**src/rtl/serial_addsub_ctrl.sv**
```systemverilog
// Bit-serial add/subtract sequencer: one 1-bit full adder time-shared over WIDTH cycles, LSB first.

module full_adder_1bit (
  input  logic a,
  input  logic b,
  input  logic cin,
  output logic sum,
  output logic cout
);
  // Plain combinational full adder
  assign sum  = a ^ b ^ cin;
  assign cout = (a & b) | (cin & (a ^ b));
endmodule

module serial_addsub_ctrl #(
  parameter int unsigned WIDTH = 4
) (
  input  logic             clk,
  input  logic             rst_n,
  input  logic             start,
  input  logic             op_sub,
  input  logic [WIDTH-1:0] A,
  input  logic [WIDTH-1:0] B,
  output logic             busy,
  output logic             done,
  output logic [WIDTH-1:0] Result,
  output logic             Cout,
  output logic             Ovf
);

  localparam int unsigned CW = (WIDTH > 2) ? $clog2(WIDTH) : 1;

  typedef enum logic [1:0] {IDLE, RUN, DONE} state_t;

  state_t           state_q, state_d;
  logic [WIDTH-1:0] sh_a, sh_b, sh_r;
  logic [CW-1:0]    bit_cnt;
  logic             carry;
  logic             load_c, step_c, last_c;
  logic             busy_d, done_d;
  logic             fa_sum, fa_cout;

  assign last_c = (bit_cnt == CW'(WIDTH - 1));

  // The single shared adder sees the current LSBs and the carry flop
  full_adder_1bit u_fa (
    .a    (sh_a[0]),
    .b    (sh_b[0]),
    .cin  (carry),
    .sum  (fa_sum),
    .cout (fa_cout)
  );

  // State register
  always_ff @(posedge clk or negedge rst_n) begin
    if (!rst_n) state_q <= IDLE;
    else        state_q <= state_d;
  end

  // Next state, datapath strobes and next values of the registered status outputs
  always_comb begin
    state_d = state_q;
    load_c  = 1'b0;
    step_c  = 1'b0;
    unique case (state_q)
      IDLE: begin
        if (start) begin
          load_c  = 1'b1;
          state_d = RUN;
        end
      end
      RUN: begin
        step_c = 1'b1;
        if (last_c) state_d = DONE;
      end
      DONE:    state_d = IDLE;
      default: state_d = IDLE;
    endcase
    busy_d = (state_d != IDLE);
    done_d = (state_d == DONE);
  end

  // Registered handshake outputs track the next state so they line up with it
  always_ff @(posedge clk or negedge rst_n) begin
    if (!rst_n) begin
      busy <= 1'b0;
      done <= 1'b0;
    end else begin
      busy <= busy_d;
      done <= done_d;
    end
  end

  // Operand shifters, carry flop, bit counter and the result register
  always_ff @(posedge clk or negedge rst_n) begin
    if (!rst_n) begin
      sh_a    <= '0;
      sh_b    <= '0;
      sh_r    <= '0;
      bit_cnt <= '0;
      carry   <= 1'b0;
      Result  <= '0;
      Cout    <= 1'b0;
      Ovf     <= 1'b0;
    end else if (load_c) begin
      sh_a    <= A;
      sh_b    <= op_sub ? ~B : B;
      carry   <= op_sub;
      bit_cnt <= '0;
    end else if (step_c) begin
      sh_a    <= sh_a >> 1;
      sh_b    <= sh_b >> 1;
      sh_r    <= {fa_sum, sh_r[WIDTH-1:1]};
      carry   <= fa_cout;
      bit_cnt <= bit_cnt + CW'(1);
      if (last_c) begin
        // carry flop still holds the carry into the MSB on this edge
        Result <= {fa_sum, sh_r[WIDTH-1:1]};
        Cout   <= fa_cout;
        Ovf    <= carry ^ fa_cout;
      end
    end
  end

endmodule
```
**config.mk**
```make
export PLATFORM = sky130hd
export DESIGN_NAME = serial_addsub_ctrl
export DESIGN_NICKNAME = d
export VERILOG_FILES = /design/src/rtl/serial_addsub_ctrl.sv
export SDC_FILE = /design/constraint.sdc
export NUM_CORES = 1
export LEC_CHECK = 0
export ABC_AREA = 1
export BUFFER_PORTS_ARGS = -buffer_cell sky130_fd_sc_hd__clkbuf_2
export CAP_MARGIN = 15
export CORE_UTILIZATION = 53
export CTS_CLUSTER_SIZE = 20
export DETAILED_ROUTE_END_ITERATION = 6
export GPL_ROUTABILITY_DRIVEN = 1
export PLACE_DENSITY = 0.84
export SKIP_CTS_REPAIR_TIMING = 1
export SLEW_MARGIN = 5
export SYNTH_ARGS = -nofsm -noshare
export SYNTH_HDL_FRONTEND = slang
export SYNTH_SLANG_ARGS = --single-unit
```
**constraint.sdc**
```tcl
create_clock -name clk -period 1.65 [get_ports clk]
set_clock_uncertainty 0.1 [all_clocks]
set_input_delay 0.0825 -clock clk [delete_from_list [all_inputs] [get_ports clk]]
set_output_delay 0.0825 -clock clk [all_outputs]
set_load 0.01 [all_outputs]
```
==> results of run 1 <==
[registers in the layout, indices dropped and copies added, names as in the netlist, 2 cells and up]
register / flops
Result: 4
sh_a: 4
bit_cnt: 2
sh_b: 4
sh_r: 3
state_q: 2
[layout make-up]
class | instances | area [sq um] | share of cell area, %
repair buffers | 27 | 172.7 | 13.04
multi-input cells | 84 | 427.9 | 32.33
well taps | 27 | 33.78 | 2.552
inverters | 9 | 36.28 | 2.741
flip-flops and latches | 24 | 600.6 | 45.37
clock buffers | 3 | 22.52 | 1.701
clock inverters | 1 | 30.03 | 2.268
[worst max-delay path: cells and delay by family (launching register included)]
family | cells | cell delay (ns)
flip-flops | 1 | 0.44
XOR/XNOR | 1 | 0.18
AND/OR/NAND/NOR | 2 | 0.10
adder cells (fa/ha/maj) | 1 | 0.49
[final timing paths]
path                            slack [ns]          to  cells past startpoint        from
worst min register to register        0.39  bit_cnt[0]                      1  bit_cnt[0]
worst max-delay path                  0.25         Ovf                      4       carry
worst max register to register        0.25         Ovf                      4       carry
max in group asynchronous             0.90     sh_b[1]                      2       rst_n
min in group asynchronous             0.18         Ovf                      2       rst_n
worst min-delay path                 -0.02     sh_b[2]                      5        B[2]
[per-layer routing]
metal	share of wire [%]	track usage, %	wire length, um
met2	50	29.59	941
met3	3.4	4.615	63
met1	46	24.57	857
met5	0	0	0
met4	0.64	10.29	12
[where the power goes]
part | total, mW | internal, mW | leakage [nW] | switching (mW)
clock network | 0.412 | 0.245 | 0.0279 | 0.167
logic | 0.825 | 0.316 | 0.380 | 0.509
registers | 0.997 | 0.821 | 0.308 | 0.176
total | 2.23 | 1.38 | 0.716 | 0.852
[cell families after synthesis]
group / Yosys count / share of synthesized area (%)
and+or+nand+nor: 72 / 30.84
DFF: 24 / 55.24
buffers and inverters: 11 / 5.409
AOI/OAI and AO/OA: 8 / 3.912
xor gates and xnor gates: 2 / 1.611
adders and majority gates: 2 / 2.992
[layout by cell type, fill, tap and decap left out, drive strengths merged]
master       synthesis  layout
nand2               45      45
dfrtp               24      24
clkbuf               0      22
nand3               21      21
inv                  9       9
dlygate4sd3          0       7
o21ai                6       6
nor2                 6       6
xor2                 2       2
a21boi               1       1
a21oi                1       1
fa                   1       1
ha                   1       1
bufinv               0       1
buf                  2       1
[metrics by stage]
| step | setup slack (ns) | hold slack (ns) |
|---|---|---|
| final | 0.2492 | -0.01851 |
| after global routing | 0.1722 | 0.01114 |
| after CTS | 0.2381 | -0.3428 |
| after detailed placement | 0.2624 | -0.003445 |
| after global placement | 0.2946 | 0.001369 |
| after floorplan | 0.3091 | -0.3131 |
==> metrics.md, run 1 <==
| Metric | Value |
|---|---|
| Half-perimeter wire length after placement | 1363 um |
| RSZ-0062 raised after global routing | false |
| Final instance area | 1324 sq um |
| Number of fill cells in the layout | 160 |
| Tcrit/Tclk final | 84.90% |
| WHS | -0.01851 ns |
| First-pass GRT wire length | 2877 um |
| Core utilization of the finished layout | 68.17% |
| Slowest stage cell on the critical path | fa_1 |
| Area of the core | 1942 sq um |
| Detailed Routing Iterations Pass 1 | 4 |
| Max Freq | 713.9 MHz |
| Mapped Nets | 133 |
| Std-Cell Rows | 16 |
| Total of warnings raised by yosys | 0 |
| Final std cells w/o fill | 175 |
| Antenna viol nets, final | 0 |
| Total CTS buffers | 3 |
| Width of the die | 47.30 um |
| Initial antenna violation count | 0 |
| Synthesized instance count | 119 |
| #FFs+latches synth | 24 |
| Final-layout setup total negative slack | 0 ns |
| Cell-by-cell listing of the critical path | fa_1 > xor2_1 > nand2_1 > nand2_1 |
| Largest net degree at the start of global routing | 25 |
| Number of distinct library cells after synthesis | 18 |
| H-tree lvl count | 1 |
| Effective utilization at floorplan | 55.99% |
| Final count of pins violating max slew | 0 |
| Finish-stage setup viols | 0 |
| Clock tree sinks | 24 |
| Cell area after synthesis | 1087 sq um |
| Via total after detailed routing | 844 |
| Top area cells in the synthesized netlist | dfrtp_1, nand2_1, nand3_1, o21ai_0, inv_1 |
| Slew margin rel. | 62.78% |
| Share of synthesized registers carrying an async set or reset | 100.0% |
| Total Routed Length | 1874 um |
| Clock tree from TritonCTS | built |
| Run status | complete, but fails checks |
| Post-synthesis to final-layout area growth | 21.75% |
| All-Layer GR Usage | 19.09% |
| Library cell with the largest summed area after synthesis | dfrtp_1 |
| Worst setup SP type | flip-flop |
| Pwr Density | 1688 nW/um^2 |
| Actual slew at the worst max-slew pin | 0.5582 ns |
| Final number of hold-violating endpoints | 2 |
| Crit Path Category | reg -> reg |
| Chip Height | 47.30 um |
| Worst stage delay on the critical path | 0.49 ns |
| IR Drop Worst-Case VDD | 0.8592 mV |
| Endpoint type of the worst setup path | flip-flop |
| Routed wire per std cell | 10.71 um |
| I/O pin total | 20 |
| Initial DRC count | 16 |
| Die area | 2237 sq um |
| Clk Tree Root Cell | clkbuf_4 |
| Count of maximum capacitance violations | 0 |
| Min cycle time layout | 1.401 ns |
| Final net count | 163 |
| Top-count cell post-synth | nand2_1 |
| Port bufs | 19 |
| Area after detailed placement | 1201 sq um |
| Total gr overflow | 0 |
| Post-synth EDFFs | 0 |
| Most used flip-flop cell after synthesis | dfrtp_1 |
| Top-area cell type share of the netlist area | 55.24% |
| Proportion of layout cells with a drive suffix above 1 | 20.95% |
| Share of the yosys chip area belonging to registers | 55.24% |
| Cell total after placement | 164 |
| Diode count | 0 |
| Leakage component of the power | 0.7162 nW |
| Violated checks | hold timing |
| DRC viols | 0 |
| Arrival time at the worst endpoint | 1.52 ns |
| Post-layout power | 2.235 mW |
| Mean area per synthesized cell | 9.137 sq um |
| Clock insertion delay at the later pin of the skew report | 0.31 ns |
| Path class of the lowest-slack min-delay path | in -> reg |
| Clock-pin slew of the registers on the worst-case setup and hold paths | 0.13 ns |
| Vias in the first global route | 704 |
| CTS Buffer Depth | 2 |
| Top post-synthesis cells by count | nand2_1, dfrtp_1, nand3_1 |
| Required time of the critical path | 1.77 ns |
| Largest fanout on the critical path | 3 |
| Routed vias/inst | 4.823 |
| Routability congestion estimate from global placement | 0.7614 |
| Most used cell, CP | nand2_1 |
Note: power is estimated with default switching activity, not from simulation.
==> run 2: changes to the inputs <==
--- a/config.mk
+++ b/config.mk
@@ -8,11 +8,11 @@
 export ABC_AREA = 1
 export BUFFER_PORTS_ARGS = -buffer_cell sky130_fd_sc_hd__clkbuf_2
 export CAP_MARGIN = 15
-export CORE_UTILIZATION = 53
+export CORE_UTILIZATION = 48
 export CTS_CLUSTER_SIZE = 20
 export DETAILED_ROUTE_END_ITERATION = 6
 export GPL_ROUTABILITY_DRIVEN = 1
-export PLACE_DENSITY = 0.84
+export PLACE_DENSITY = 0.8
 export SKIP_CTS_REPAIR_TIMING = 1
 export SLEW_MARGIN = 5
 export SYNTH_ARGS = -nofsm -noshare
==> constraint.sdc (replaced) <==
create_clock -name clk -period 1.2 [get_ports clk]
set_clock_uncertainty 0.1 [all_clocks]
set_input_delay 0.06 -clock clk [delete_from_list [all_inputs] [get_ports clk]]
set_output_delay 0.06 -clock clk [all_outputs]
set_load 0.01 [all_outputs]
==> metrics.md, run 2 (synthesis results as in run 1) <==
| Metric | Value |
|---|---|
| Footprint of the flip-flops and latches | 603.1 sq um (+0.42%) |
| Sink of the worst hold path | sh_b[3] |
| Number of fill cells in the layout | 154 (-3.8%) |
| Slack of the worst reg-to-reg path | -0.1 ns (-0.35 ns) |
| Clock tree from TritonCTS | built |
| Final net count | 176 (+8.0%) |
| Proportion of layout cells with a drive suffix above 1 | 38.51% (+18 points) |
| WHS | 0.02421 ns (+0.04272 ns) |
| Clock insertion delay at the later pin of the skew report | 0.30 ns (about the same) |
| H-tree lvl count | 1 (unchanged) |
| Routability congestion estimate from global placement | 0.7651 (+0.49%) |
| Effective utilization at floorplan | 53.25% (-2.7 points) |
| Origin of the critical flop-to-flop path | sh_b[0] |
| Clk Tree Root Cell | clkbuf_4 |
| Diode count | 0 (unchanged) |
| Worst stage delay on the critical path | 0.58 ns (+0.09 ns) |
| Arrival time at the worst endpoint | 1.44 ns (-0.08 ns) |
| Port bufs | 19 (unchanged) |
| Multi-input combinational cell area | 503.0 sq um (+18%) |
| Half-perimeter wire length after placement | 1476 um (+8.3%) |
| IR Drop Worst-Case VDD | 1.298 mV (+51%) |
| Finish-stage setup viols | 3 (+3) |
| Pwr Density | 2348 nW/um^2 (+39%) |
| Required time of the critical path | 1.34 ns (-0.43 ns) |
| Actual slew at the worst max-slew pin | 0.5864 ns (+0.02812 ns) |
| Endpoint type of the worst setup path | flip-flop |
| Routed vias/inst | 4.947 (+2.6%) |
| Registers with the highest flip-flop counts | Result x4, sh_a x4, sh_b x4 |
| Total CTS buffers | 3 (unchanged) |
| Slowest stage cell on the critical path | fa_2 |
| Worst setup SP type | flip-flop |
| Total gr overflow | 0 (unchanged) |
| Width of the die | 49.60 um (+4.9%) |
| Via total after detailed routing | 930 (+10%) |
| Antenna viol nets, final | 0 (unchanged) |
| Commonest non-fill, non-tap cells in the layout | nand2_1, dfrtp_1, clkbuf_2, nand3_1, dlygate4sd3_1 |
| Final number of hold-violating endpoints | 0 (-2) |
| First-pass GRT wire length | 3643 um (+27%) |
| Largest fanout on the critical path | 2 (-1) |
| Final setup slack of the worst path | -0.09719 ns (-0.3463 ns) |
| Dominant delay contributor by cell family on the critical path | adder cells |
| All-Layer GR Usage | 19.54% (+0.45 points) |
| Violated checks | setup timing |
| Initial antenna violation count | 0 (unchanged) |
| I/O pin total | 20 (unchanged) |
| Final count of pins violating max slew | 0 (unchanged) |
| Post-synthesis to final-layout area growth | 37.97% |
| Vias in the first global route | 791 (+12%) |
| Clock tree sinks | 24 (unchanged) |
| Clock-pin slew of the registers on the worst-case setup and hold paths | 0.13 ns (about the same) |
| Routed wire per std cell | 13.11 um (+22%) |
| Worst flop-to-flop path endpoint | sh_r[3] |
| R2r worst-path depth | 3 (-1) |
| Slew margin rel. | 60.91% (-1.9 points) |
| Count of maximum capacitance violations | 0 (unchanged) |
| Min cycle time layout | 1.297 ns (-0.1037 ns) |
| DRC viols | 0 (unchanged) |
| Chip Height | 49.60 um (+4.9%) |
| Post-layout power | 3.522 mW (+58%) |
| Crit Path Category | reg -> reg |
| Area of the core | 2042 sq um (+5.2%) |
| Cell-by-cell listing of the critical path | fa_2 > inv_2 > o21ai_1 |
| Initial DRC count | 30 (+14) |
| Leakage component of the power | 0.8034 nW (+12%) |
| Run status | complete, but fails checks |
| Final-layout setup total negative slack | -0.2763 ns (-0.2763 ns) |
| Hold depth | 4 (-1) |
| CTS Buffer Depth | 2 (unchanged) |
| Most common cell after layout, fill and taps aside | nand2_1 |
| Max Freq | 770.9 MHz (+8.0%) |
| Total Routed Length | 2465 um (+32%) |
| Largest net degree at the start of global routing | 25 (unchanged) |
| Detailed Routing Iterations Pass 1 | 4 (unchanged) |
| Std-Cell Rows | 16 (unchanged) |
| Start point of the worst min-delay path | op_sub |
| Path class of the lowest-slack min-delay path | in -> reg |
| Buf/Inv on CP | 1 (+1) |
| Die area | 2460 sq um (+10%) |
| RSZ-0062 raised after global routing | true |
| Tcrit/Tclk final | 108.1% (+23 points) |
-- run 2: area by class of cell --
type	instances	share of cell area, %
Clock buffer	4	2.419
Timing Repair Buffer	39	19.18
Inverter	9	2.419
Tap cell	27	2.252
Sequential cell	24	40.20
Multi-Input combinational cell	85	33.53
-- run 2: how the worst max path moves through the flow --
stage / start / endpoint / slack [ns] / depth (start not counted)
final: sh_b[0] / sh_r[3] / -0.1 / 3
after global routing: sh_b[0] / Ovf / -0.13 / 4
after CTS: sh_a[0] / sh_r[3] / -0.12 / 3
after detailed placement: sh_a[0] / sh_r[3] / -0.09 / 3
after global placement: sh_a[0] / Result[3] / -0.05 / 3
after floorplan: sh_a[0] / Result[3] / -0.04 / 3
-- run 2: per-layer routing --
layer	vias up	GRT usage, %	routed length [um]
met3	2	3.704	86
li1	465	-	-
met1	437	28.48	1122
met2	26	30.18	1244
met5	-	0	0
met4	0	4.286	11
-- run 2: tightest hold or removal path: stages --
cell      delay, ns
clkbuf_2       0.16
xor2_1         0.09
nand2_1        0.05
nand2_1        0.05
-- run 2: through the flow --
step           cell area [sq um]  setup slack, ns  cells  utilization (%)
2_1_floorplan               1090         -0.04362    119                -
3_3_place_gp                1276         -0.05374    172            62.50
3_5_place_dp                1276         -0.09362    172            62.50
4_1_cts                     1313          -0.1229    176            64.28
5_1_grt                     1500          -0.1349    188            73.47
6_report                    1500         -0.09719    188            73.47
-- run 2: power breakdown --
| group | switching, mW | leakage, nW | internal [mW] |
|---|---|---|---|
| clock | 0.235 | 0.0210 | 0.185 |
| combinational | 0.959 | 0.476 | 0.770 |
| sequential | 0.238 | 0.306 | 1.14 |
| total | 1.43 | 0.803 | 2.09 |
